$ cat src/rtl/stream_serializer.sv
// stream_serializer
//   Width-down stream converter. Takes one wide word of RATIO lanes on the
//   sink port and emits it as narrow beats on the source port, lane 0
//   first. last_o marks the final beat of each word. Back-to-back words
//   are sent with no idle cycles.
//
// Optional feature macro: STREAM_SER_PARTIAL_EN
//   When defined, the count_i port exists and each word emits count_i+1
//   beats (lanes 0..count_i). When undefined, every word emits RATIO beats.
//
// Ports:
//   ACLK     in   clock, rising edge
//   ARESET   in   asynchronous active-high reset
//   data_i   in   wide word, lane k = data_i[k*DATA_W +: DATA_W]
//   valid_i  in   wide word valid
//   ready_o  out  serializer can accept a word
//   count_i  in   valid lanes minus 1 (only with STREAM_SER_PARTIAL_EN)
//   data_o   out  current narrow beat
//   valid_o  out  beat valid
//   last_o   out  final beat of the current word
//   ready_i  in   downstream accepts the beat
//
// state | meaning
// ------+---------------------------------------------------------------
// IDLE  | no word held; ready_o high, valid_o low
// SEND  | presenting lane idx of the held word; valid_o high
module stream_serializer #(
  parameter int DATA_W = 32,
  parameter int RATIO  = 4
) (
  input  logic                       ACLK,
  input  logic                       ARESET,
  input  logic [DATA_W*RATIO-1:0]    data_i,
  input  logic                       valid_i,
  output logic                       ready_o,
`ifdef STREAM_SER_PARTIAL_EN
  input  logic [$clog2(RATIO)-1:0]   count_i,
`endif
  output logic [DATA_W-1:0]          data_o,
  output logic                       valid_o,
  output logic                       last_o,
  input  logic                       ready_i
);

  localparam int IDX_W = $clog2(RATIO);
  localparam logic [IDX_W-1:0] FIN_FULL = IDX_W'(RATIO - 1);

  typedef enum logic {IDLE = 1'b0, SEND = 1'b1} state_t;

  state_t                    state_q, state_d;
  logic [DATA_W*RATIO-1:0]   hold_q, hold_d;
  logic [IDX_W-1:0]          idx_q, idx_d;
  logic [IDX_W-1:0]          fin;
  logic                      busy;
  logic                      acc;
  logic                      tx;
  logic [DATA_W-1:0]         lane [RATIO];

`ifdef STREAM_SER_PARTIAL_EN
  logic [IDX_W-1:0]          fin_q, fin_d;
  assign fin = fin_q;
`else
  // Full words only: the final lane is fixed.
  assign fin = FIN_FULL;
`endif

  for (genvar k = 0; k < RATIO; k++) begin : g_lane
    assign lane[k] = hold_q[k*DATA_W +: DATA_W];
  end

  assign busy    = (state_q == SEND);
  assign valid_o = busy;
  assign last_o  = busy & (idx_q == fin);
  assign data_o  = lane[idx_q];
  assign tx      = valid_o & ready_i;
  // Accepting on the last handshake keeps back-to-back words bubble-free;
  // this is the only combinational input-to-output path (ready_i).
  assign ready_o = ~ARESET & (~busy | (tx & last_o));
  assign acc     = valid_i & ready_o;

  always_comb begin
    state_d = state_q;
    hold_d  = hold_q;
    idx_d   = idx_q;
`ifdef STREAM_SER_PARTIAL_EN
    fin_d   = fin_q;
`endif
    if (acc) begin
      state_d = SEND;
      hold_d  = data_i;
      idx_d   = '0;
`ifdef STREAM_SER_PARTIAL_EN
      fin_d   = count_i;
`endif
    end else if (tx) begin
      if (last_o) begin
        state_d = IDLE;
      end else begin
        idx_d = idx_q + 1'b1;
      end
    end
  end

  always_ff @(posedge ACLK or posedge ARESET) begin
    if (ARESET) begin
      state_q <= IDLE;
      hold_q  <= '0;
      idx_q   <= '0;
`ifdef STREAM_SER_PARTIAL_EN
      fin_q   <= '0;
`endif
    end else begin
      state_q <= state_d;
      hold_q  <= hold_d;
      idx_q   <= idx_d;
`ifdef STREAM_SER_PARTIAL_EN
      fin_q   <= fin_d;
`endif
    end
  end

endmodule
$ cat config.mk
export PLATFORM = sky130hd
export DESIGN_NAME = stream_serializer
export DESIGN_NICKNAME = d
export VERILOG_FILES = /design/src/rtl/stream_serializer.sv
export SDC_FILE = /design/constraint.sdc
export NUM_CORES = 1
export LEC_CHECK = 0
export BUFFER_PORTS_ARGS = -buffer_cell sky130_fd_sc_hd__buf_2
export CORE_ASPECT_RATIO = 1.5
export CORE_MARGIN = 4
export CORE_UTILIZATION = 30
export DETAILED_ROUTE_END_ITERATION = 10
export GPL_ROUTABILITY_DRIVEN = 0
export PLACE_DENSITY = 0.51
export SLEW_MARGIN = 20
export SYNTH_ARGS = -nofsm -noshare
export SYNTH_HDL_FRONTEND = slang
export SYNTH_SLANG_ARGS = --single-unit
$ cat constraint.sdc
create_clock -name ACLK -period 12 [get_ports ACLK]
set_clock_uncertainty 0.15 [all_clocks]
set_input_delay 1.8 -clock ACLK [delete_from_list [all_inputs] [get_ports ACLK]]
set_output_delay 1.8 -clock ACLK [all_outputs]
set_load 0.05 [all_outputs]
* Word-level counts from Yosys, hierarchy flattened
Cells that the tools add are included.
** Cells by class
- $add $sub $neg :: 1
- Order comparisons :: 1
- Equal/unequal tests :: 2
- Mux-type cells :: 9
- Bitwise operators :: 9
- Reduce and logical (&&, ||, !) cells :: 4
** Operator list (count)
- binary-select mux 32 bit (select 2 bit) :: 1
- 2-to-1 mux 32 bit :: 2
- 2-to-1 mux 2 bit :: 3
- AND 1 bit :: 5
- AND reduction 2 bit :: 2
- nonzero test 2 bit :: 2
- >= comparator 3 bit, second input constant :: 1
- 2-to-1 mux 1 bit :: 3
- NOT 2 -> 3 bit :: 1
- adder 2 x 1 -> 2 bit, second input constant :: 1
- equality test 2 bit, second input constant :: 1
- inequality test 2 x 1 -> 1 bit, second input constant :: 1
- NOT 1 bit :: 2
- OR 1 bit :: 1
** Storage, ports and cells
- Bits in registers :: 131
- Bits of input ports :: 132
- Output and inout port bits :: 35
- Logic and storage cells :: 29

* Depth between registers and ports, before layout
Gate-level depths: netlist of the first run.
- Depth in word-level cells :: 8
- Gate-level depth with buffers :: 6
- Gate-level depth less buffers :: 4

* Worst setup path before layout of the first run
OpenSTA, ideal clock, no wires.
- Kind :: input to output
- From :: input ready_i
- To :: output ready_o
- Arrival time :: 2.531 ns
- Data required time :: 10.050 ns
- Path slack :: 7.519 ns
- Stages :: 2
- Buffers on the path :: 0
- Path through :: a21boi_1 > nor2_1
** On the way
- Word-level cells in the longest chain between the ends :: 4
** Ends and longest elaborated chain
- start: declaration :: RTL line 42 : input logic ready_i
- AND 1 bit :: RTL line 75 : assign tx = valid_o & ready_i;
- AND 1 bit :: RTL line 78 : assign ready_o = ~ARESET & (~busy | (tx & last_o));
- OR 1 bit :: RTL line 78
- AND 1 bit :: RTL line 78
- end: declaration :: RTL line 35 : output logic ready_o,
No other way between the ends.

* Worst setup path after layout of the first run
- From :: register idx_q[1]
- To :: output data_o[8]
** On the way
- Word-level cells in the longest chain between the ends :: 4
** Ends and longest elaborated chain
- start: declaration :: RTL line 52 : logic [IDX_W-1:0] idx_q, idx_d;
- start signal: assignment :: RTL line 115 : idx_q <= idx_d;
- NOT 2 -> 3 bit (not written as such) :: RTL line 74 : assign data_o = lane[idx_q];
- binary-select mux 32 bit (select 2 bit) :: RTL line 74
- 2-to-1 mux 32 bit (not written as such) (2 in series) :: RTL line 74
- end: declaration :: RTL line 39 : output logic [DATA_W-1:0] data_o,
No other way between the ends. The select of a mux whose other input is x is not followed.

==> out/metrics.yaml, run 1 <==
num_rows: 61
clockRootBuffer: "clkbuf_16"
grt_max_degree: 76
cts_tree: "yes"
cts_resized: 0
syn_nets: 458
fin_area_sq_mm: 0.00735
clock_path_buffers: 2
routed_wl_microns: 13300
required_ns: 10.05
layout.cells.non_filler: 759
cts_buffers: 17
max_slew_margin: 0.343
critPathLaunchType: "flip-flop"
clk_latency_ns: 0.41
start_util: 0.305
dieWidth_microns: 120
die_h_microns: 177
hold_buffers: 0
p_switching_mw: 0.940
use_met2: 0.226
vdd.ir_drop.worst_uv: 136
setup_viol: 0
postCtsSetupBuffers: 0
min_path_type: "flip-flop to flip-flop"
htree_levels: 4
drv_slew: 0
syn-cell-area_sq_mm: 0.00569
yosysUniqueCellTypes: 19
worst_slew_pin_slew_ns: 0.986
synthToLayoutAreaGrowth_pct: 29.3
first_global_vias: 3956
drv_cap: 0
clock_power_share: 0.232
path_clk_slew_ns: 0.06
syn_avg_cell_area_sq_um: 17.5
synthTopCellsByArea: "dfrtp_1 58%, mux2_1 17%, mux4_2 13%"
port_buffers: 166
period_minus_slack_ns: 4.44
leakage_nw: 3.30
synth_top_cell_by_area: "dfrtp_1"
nets: 626
hold_depth: 1
status: "completed"
io-pin-count: 167
use_met1: 0.151
drc_errors: 0
grt-busiest-layer: "met2"
final_cell_mix: "166 x buf_2, 129 x dfrtp_1, 87 x mux2_1"
switching_share: 0.397
coreArea_sq_mm: 0.0186
p_comb_frac: 0.434
clkSinkCount: 131
drive_gt1_frac: 0.553
finalCritPeriodShare: 0.370
finalSetupTns_ns: 0
gr-usage-all-layers: 0.131
vias: 3428
die_area_sq_mm: 0.0213
hold_viol: 0
p_per_area_mw_per_mm2: 322
antenna_found_initial: 1
viasPerCell: 4.52
crit_fanout: 18
fillers: 1815
wl_per_cell_microns: 17.5
synth_seq_cells: 131
reg2regPathDepth: 6
multi_input_area_sq_mm: 0.00225
drt-pass1-iter-count: 4
crit_type: "flip-flop to primary output"
dp_cells: 726
final-seq-area_sq_mm: 0.00328
synthCells: 325
placed_cell_area_sq_mm: 0.00672
timing.fmax_mhz: 225
crit_arrival_ns: 2.49
synth_top_area_frac: 0.576
yosysWarnings: 0
drt.antenna.violating_nets: 0
grt_remaining_overflow: 0
seq_area_frac_synth: 0.576
grt_use_met3: 0.0390
dp_hpwl_microns: 9290
sequentialPowerShare: 0.333
rsz0062_at_grt: "false"
p_int_mw: 1.42
drt-initial-drc-count: 128
grt_pass1_wl_microns: 21300
critPathCaptureType: "primary output"
layout_commonest_cell: "buf_2"
[Yosys cell counts, drive strengths merged]
library cell	n
a21boi	1
and2	1
buf	19
clkbuf	3
dfrtp	131
ha	1
inv	1
mux2	128
mux2i	1
mux4	32
nand3b	1
nor2	3
nor3b	1
or2	1
xor2	1
[per-layer routing]
layer / vias up / part of all wire / routed length (microns)
met4: 0 / 0.023 / 311
met1: 1767 / 0.39 / 5190
met5: - / 0 / 0
met3: 20 / 0.049 / 652
li1: 1547 / - / -
met2: 94 / 0.54 / 7150
[cells by family after synthesis]
family	share of synthesized area
XOR/XNOR	0.00154
adder cells (fa/ha/maj)	0.00220
buffers and inverters	0.0288
AND/OR/NAND/NOR	0.00770
AO/OA/AOI/OAI	0.00132
multiplexers	0.382
flip-flops	0.576
[worst max-delay path, stage by stage, from the launching register on]
cell,delay (ns)
dfrtp_2,0.76
buf_4,0.48
mux4_2,0.59
buf_2,0.23
[layout make-up]
cell class	instances	share of cell area
flip-flops and latches	131	0.446
well taps	252	0.0429
multi-input cells	171	0.306
clock buffers	19	0.0602
repair buffers	171	0.118
clock inverters	13	0.0248
inverters	1	0.00119
diodes	1	0.000340
[sequential cells by signal, summed over array words and instances (netlist names)]
signal,flops
hold_q,128
idx_q,2
valid_o,1
[worst paths after layout]
| path | startpoint | end | slack, ns |
|---|---|---|---|
| worst max-delay path | idx_q[1] | data_o[8] | 7.56 |
| worst min-delay path | hold_q[63] | hold_q[63] | 0.33 |
| worst max register to register | idx_q[1] | hold_q[122] | 8.16 |
| worst min register to register | hold_q[63] | hold_q[63] | 0.33 |
| max in group asynchronous | ARESET | hold_q[95] | 8.99 |
| min in group asynchronous | ARESET | hold_q[44] | 1.33 |
[power by group through the flow]
stage	sequential (mW)	clock [mW]	combinational, mW
2_1_floorplan	0.744	0	0.865
3_3_place_gp	0.783	0	1.03
3_5_place_dp	0.801	0	1.04
4_1_cts	0.795	0.566	1.05
5_1_grt	0.822	0.588	1.09
6_report	0.788	0.549	1.03
[stage by stage]
stage | setup WS, ns | utilization | hold slack [ns] | total power, mW
after floorplan | 6.55 | - | 0.302 | 1.61
final | 7.56 | 0.395 | 0.328 | 2.36
after global routing | 7.36 | 0.395 | 0.344 | 2.50
after detailed placement | 7.26 | 0.361 | 0.321 | 1.84
after global placement | 7.36 | 0.361 | 0.312 | 1.81
after CTS | 7.44 | 0.395 | 0.334 | 2.41
Power figures use the tool's default switching activity.
==> inputs of run 2 (changes only) <==
Clock period 12 ns to 4.2 ns, I/O delays scaled along.
==> run 2 against run 1 <==
First-iteration DRC count shrank 21%. Sequential power grew to 2.9 times the previous value. Sequential share of layout area shrank 0.11 points. Die area is the same. Register-to-register slack lost 6.6 ns. Wire length shrank 2.5%. Combinational power grew to 2.8 times the previous value. Flip-flop and latch count is the same. Via count shrank 0.67%. Critical endpoint is now data_o[22]. Highest routed layer unchanged.
==> out/metrics.yaml, run 2 (synthesis results as in run 1) <==
status: "completed"
antenna_cells: 0  # -1
clkSinkCount: 131  # unchanged
multi_input_area_sq_mm: 0.00225  # unchanged
hold_depth: 2  # +1
coreArea_sq_mm: 0.0186  # unchanged
reg2reg_to: "hold_q[26]"
rr_startpoint: "idx_q[1]"
setup_viol: 0  # unchanged
io-pin-count: 167  # unchanged
required_ns: 3.42  # -6.63 ns
setup_slack_ns: 1.05  # -6.51 ns
cts_resized: 0  # unchanged
synthToLayoutAreaGrowth_pct: 29.6
timing.fmax_mhz: 317
critPathLaunchType: "flip-flop"
placed_cell_area_sq_mm: 0.00678  # +0.76%
fin_area_sq_mm: 0.00737  # +0.24%
port_buffers: 166  # unchanged
first_global_vias: 4029  # +1.8%
path_clk_slew_ns: 0.06  # about the same
antenna_found_initial: 0  # -1
post-place-ws_ns: 1.40  # -5.86 ns
die_area_sq_mm: 0.0213  # unchanged
hold_viol: 0  # unchanged
clock_path_buffers: 2  # unchanged
finalCritPeriodShare: 0.751
start_util: 0.305  # unchanged
drt-initial-drc-count: 101  # -21%
drt-pass1-iter-count: 4  # unchanged
finalSetupTns_ns: 0  # unchanged
final-seq-area_sq_mm: 0.00328  # unchanged
rsz0062_at_grt: "false"
crit_fanout: 19  # +1
drt.antenna.violating_nets: 0  # unchanged
critPathCaptureType: "primary output"
vias: 3405  # -0.67%
htree_levels: 4  # unchanged
leakage_nw: 3.30  # about the same
dp_hpwl_microns: 9300  # +0.13%
grt_pass1_wl_microns: 20800  # -2.3%
drive_gt1_frac: 0.550  # -0.00306
routed_wl_microns: 13000  # -2.5%
grt_max_degree: 132  # +74%
drv_cap: 0  # unchanged
min_path_type: "input pin to flip-flop"
crit_arrival_ns: 2.37  # -0.12 ns
largest-register: "hold_q"
nets: 628  # +0.32%
cts_tree: "yes"
crit_type: "flip-flop to primary output"
cts_buffers: 17  # unchanged
cp-endpoint: "data_o[22]"
reg2regPathDepth: 5  # -1
postCtsSetupBuffers: 0  # unchanged
final_cell_mix: "166 x buf_2, 129 x dfrtp_1, 87 x mux2_1"
max_slew_margin: 0.515  # +0.172
drc_errors: 0  # unchanged
clk_latency_ns: 0.41  # about the same
largest_reg_flops: 128  # unchanged
wl_per_cell_microns: 17.1  # -2.5%
drv_slew: 0  # unchanged
clockRootBuffer: "clkbuf_16"
period_minus_slack_ns: 3.15
fillers: 1824  # +0.50%
die_h_microns: 177  # unchanged
vdd.ir_drop.worst_uv: 402  # +200%
dieWidth_microns: 120  # unchanged
crit_path_start: "idx_q[1]"
worst_slew_pin_slew_ns: 0.728  # -0.259 ns
num_rows: 61  # unchanged
grt_remaining_overflow: 0  # unchanged
viasPerCell: 4.49  # -0.67%
layout_commonest_cell: "buf_2"
hold_buffers: 0  # unchanged
p_per_area_mw_per_mm2: 907  # +180%
gr-usage-all-layers: 0.129  # -0.00249
r2r_slack_ns: 1.53  # -6.63 ns
## run 2: metal layers
metal / part of all wire / track usage / wire length (microns)
met4: 0.022 / 0.0633 / 282
met2: 0.56 / 0.231 / 7200
met1: 0.37 / 0.140 / 4820
met3: 0.051 / 0.0320 / 656
met5: 0 / 0 / 0
## run 2: worst min-delay path by stage
stage	from	endpoint	slack, ns
floorplan	hold_q[41]	hold_q[41]	0.30
global placement	hold_q[52]	hold_q[52]	0.31
detailed placement	hold_q[63]	hold_q[63]	0.32
CTS	data_i[73]	hold_q[73]	0.25
global route	data_i[102]	hold_q[102]	0.27
finish	data_i[73]	hold_q[73]	0.28
## run 2: through the flow
stage               total power, mW  hold WS (ns)  std cells  utilization
floorplan                      4.60         0.302        325            -
global placement               5.20         0.313        728        0.364
detailed placement             5.28         0.321        728        0.364
CTS                            6.81         0.250        759        0.396
global route                   7.08         0.266        759        0.396
finish                         6.69         0.280        759        0.396
## run 2: area by class of cell
class	count	share of cell area
repair buffers	173	0.125
clock inverters	9	0.0177
well taps	252	0.0428
flip-flops and latches	131	0.445
inverters	1	0.00102
clock buffers	22	0.0630
multi-input cells	171	0.305
## run 2: critical path, stage by stage (launching register included)
cell     delay (ns)
dfrtp_2        0.78
buf_4          0.39
mux4_2         0.55
buf_2          0.23
## run 2: power breakdown
group	leakage, nW	switching [mW]	internal [mW]
clock network	0.290	0.531	0.960
registers	1.55	0.374	1.91
logic	1.46	1.74	1.17
==> inputs of run 3 (changes only) <==
Settings changed: ABC_AREA set to 1, PLACE_DENSITY 0.51 to 0.5.
Clock period 4.2 ns to 3 ns, I/O delays scaled along.
==> run 3 against run 2 <==
Final area up 11%. Area after synthesis up 14%. Combinational power up 65%. Via count up 78%. Core utilization down 1.2 points. Worst hold slack worse by 0.16 ns. Register-to-register slack worse by 0.70 ns. Die area up 14%. Clock power up 51%. Highest routed layer unchanged.
==> out/metrics.yaml, run 3 <==
postCtsSetupBuffers: 0  # unchanged
routed_wl_microns: 20700  # +59%
cts_resized: 0  # unchanged
yosysWarnings: 0  # unchanged
clock_path_buffers: 2  # unchanged
grt_max_degree: 129  # -2.3%
grt_pass1_wl_microns: 33500  # +61%
syn_nets: 971  # +110%
gr-usage-all-layers: 0.175  # +0.0465
ys.flop_type: "dfrtp_1"
syn-cell-area_sq_mm: 0.00650  # +14%
finalSetupTns_ns: 0  # unchanged
synthTopCellsByArea: "dfrtp_1 50%, nand2_1 19%, nand4_1 13%"
largest-register: "hold_q"
use_met1: 0.254  # +0.114
port_buffers: 166  # unchanged
placed_cell_area_sq_mm: 0.00749  # +11%
drc_errors: 0  # unchanged
synth_top_area_frac: 0.504  # -0.0724
leakage_nw: 4.38  # +33%
htree_levels: 4  # unchanged
seq_area_frac_synth: 0.504  # -0.0724
syn_avg_cell_area_sq_um: 7.76  # -56%
num_rows: 65  # +6.6%
required_ns: 2.40  # -1.02 ns
async_flop_share: 1.00  # unchanged
crit_fanout: 35  # +16
vdd.ir_drop.worst_uv: 603  # +50%
setup_viol: 0  # unchanged
final_cell_mix: "329 x nand2_1, 165 x buf_2, 130 x nand4_1, 130 x dfrtp_1, 65 x nor2_1"
antenna_found_initial: 1  # +1
die_area_sq_mm: 0.0241  # +14%
min_path_type: "input pin to flip-flop"
drv_cap: 0  # unchanged
synth_most_common_cell: "nand2_1"
hold_buffers: 1  # +1
critPathCaptureType: "primary output"
drt-pass1-iter-count: 4  # unchanged
path_clk_slew_ns: 0.06  # about the same
clockRootBuffer: "clkbuf_16"
fin_area_sq_mm: 0.00815  # +11%
rsz0062_at_grt: "false"
timing.fmax_mhz: 374
hold_viol: 0  # unchanged
drv_slew: 0  # unchanged
grt_use_met3: 0.0320  # +0.0000681
yosys-top-cells-count: "329 x nand2_1, 131 x dfrtp_1, 130 x nand4_1, 65 x nor2_1, 42 x buf_2"
synth_seq_cells: 131  # unchanged
grt-busiest-layer: "met2"
dieWidth_microns: 128  # +6.5%
viasPerCell: 4.86  # +8.4%
nets: 1094  # +74%
max_slew_margin: 0.449  # -0.0655
start_util: 0.306  # +0.00103
cts_tree: "yes"
synth_edf_count: 0  # unchanged
coreArea_sq_mm: 0.0212  # +14%
largest_reg_flops: 128  # unchanged
finalCritPeriodShare: 0.890
drt-initial-drc-count: 500  # +400%
worst_slew_pin_slew_ns: 0.826  # +0.0983 ns
synthCells: 838  # +160%
cts_buffers: 17  # unchanged
wl_per_cell_microns: 16.6  # -2.7%
use_met2: 0.261  # +0.0304
power_mw: 10.1  # +52%
die_h_microns: 188  # +6.6%
clkSinkCount: 131  # unchanged
fin_util: 0.384  # -0.0120
status: "completed"
synth_top_cell_by_area: "dfrtp_1"
yosysUniqueCellTypes: 17  # -2
io-pin-count: 167  # unchanged
vias: 6045  # +78%
crit_arrival_ns: 2.07  # -0.30 ns
first_global_vias: 6083  # +51%
dp_hpwl_microns: 13500  # +45%
synthToLayoutAreaGrowth_pct: 25.2
drive_gt1_frac: 0.222  # -0.329
layout_commonest_cell: "nand2_1"
crit_type: "flip-flop to primary output"
clk_latency_ns: 0.42  # about the same
p_per_area_mw_per_mm2: 1240  # +37%
critPathLaunchType: "flip-flop"
drt.antenna.violating_nets: 0  # unchanged
period_minus_slack_ns: 2.67
grt_remaining_overflow: 0  # unchanged
run 3: cell count changes after synthesis, moves of 34 or more:
| cell | before | now |
|---|---|---|
| buf_2 | 8 | 42 |
| inv_1 | 1 | 37 |
| mux2_1 | 87 | 0 |
| mux2_2 | 41 | 0 |
| nand2_1 | 0 | 329 |
| nand4_1 | 0 | 130 |
| nor2_1 | 3 | 65 |
run 3: worst paths after layout:
kind	start	endpoint	slack [ns]	cells past startpoint
worst max-delay path	idx_q[0]	data_o[4]	0.33	7
worst min-delay path	data_i[67]	hold_q[67]	0.12	3
worst max register to register	idx_q[0]	hold_q[127]	0.83	6
worst min register to register	hold_q[12]	hold_q[12]	0.31	2
max in group asynchronous	ARESET	idx_q[1]	1.35	4
min in group asynchronous	ARESET	hold_q[37]	0.35	3
run 3: through the flow:
| step | instances | hold slack, ns | setup WS [ns] |
|---|---|---|---|
| CTS | 1242 | 0.0974 | 0.297 |
| global route | 1243 | 0.111 | 0.173 |
| detailed placement | 1209 | 0.239 | 0.763 |
| global placement | 1209 | 0.237 | 0.760 |
| floorplan | 838 | 0.287 | 0.220 |
| finish | 1243 | 0.116 | 0.329 |
run 3: logic make-up after synthesis:
logic type	share of synthesized area
AOI/OAI and AO/OA	0.0616
adders and majority gates	0.00192
DFF	0.504
buffers and inverters	0.0768
and+or+nand+nor	0.356
run 3: metal layers:
metal  up-vias  part of all wire
met5         -                 0
met4         0             0.018
met2       147              0.46
li1       3035                 -
met3        23             0.036
met1      2840              0.49
run 3: layout make-up:
class                      count  area, sq um
antenna                        1         2.50
clock buffer                  18          439
clock inverter                14          204
fill                        2265        13100
inverter                      39          155
multi-input combinational    592         2740
sequential                   131         3280
tap                          268          335
timing repair buffer         180          991
run 3: critical path, stage by stage, from the launching register on:
cell and delay, ns:
dfrtp_1 0.46, clkinv_2 0.10, buf_4 0.35, nor2_1 0.08
nor2_1 0.08, o21ai_0 0.17, nand2_1 0.13, buf_2 0.27
run 3: power by group:
group | internal (mW) | total [mW] | switching (mW) | leakage [nW]
clock network | 1.42 | 2.25 | 0.825 | 0.303
registers | 2.59 | 3.06 | 0.467 | 1.63
logic | 1.23 | 4.83 | 3.60 | 2.45
total | 5.24 | 10.1 | 4.90 | 4.38
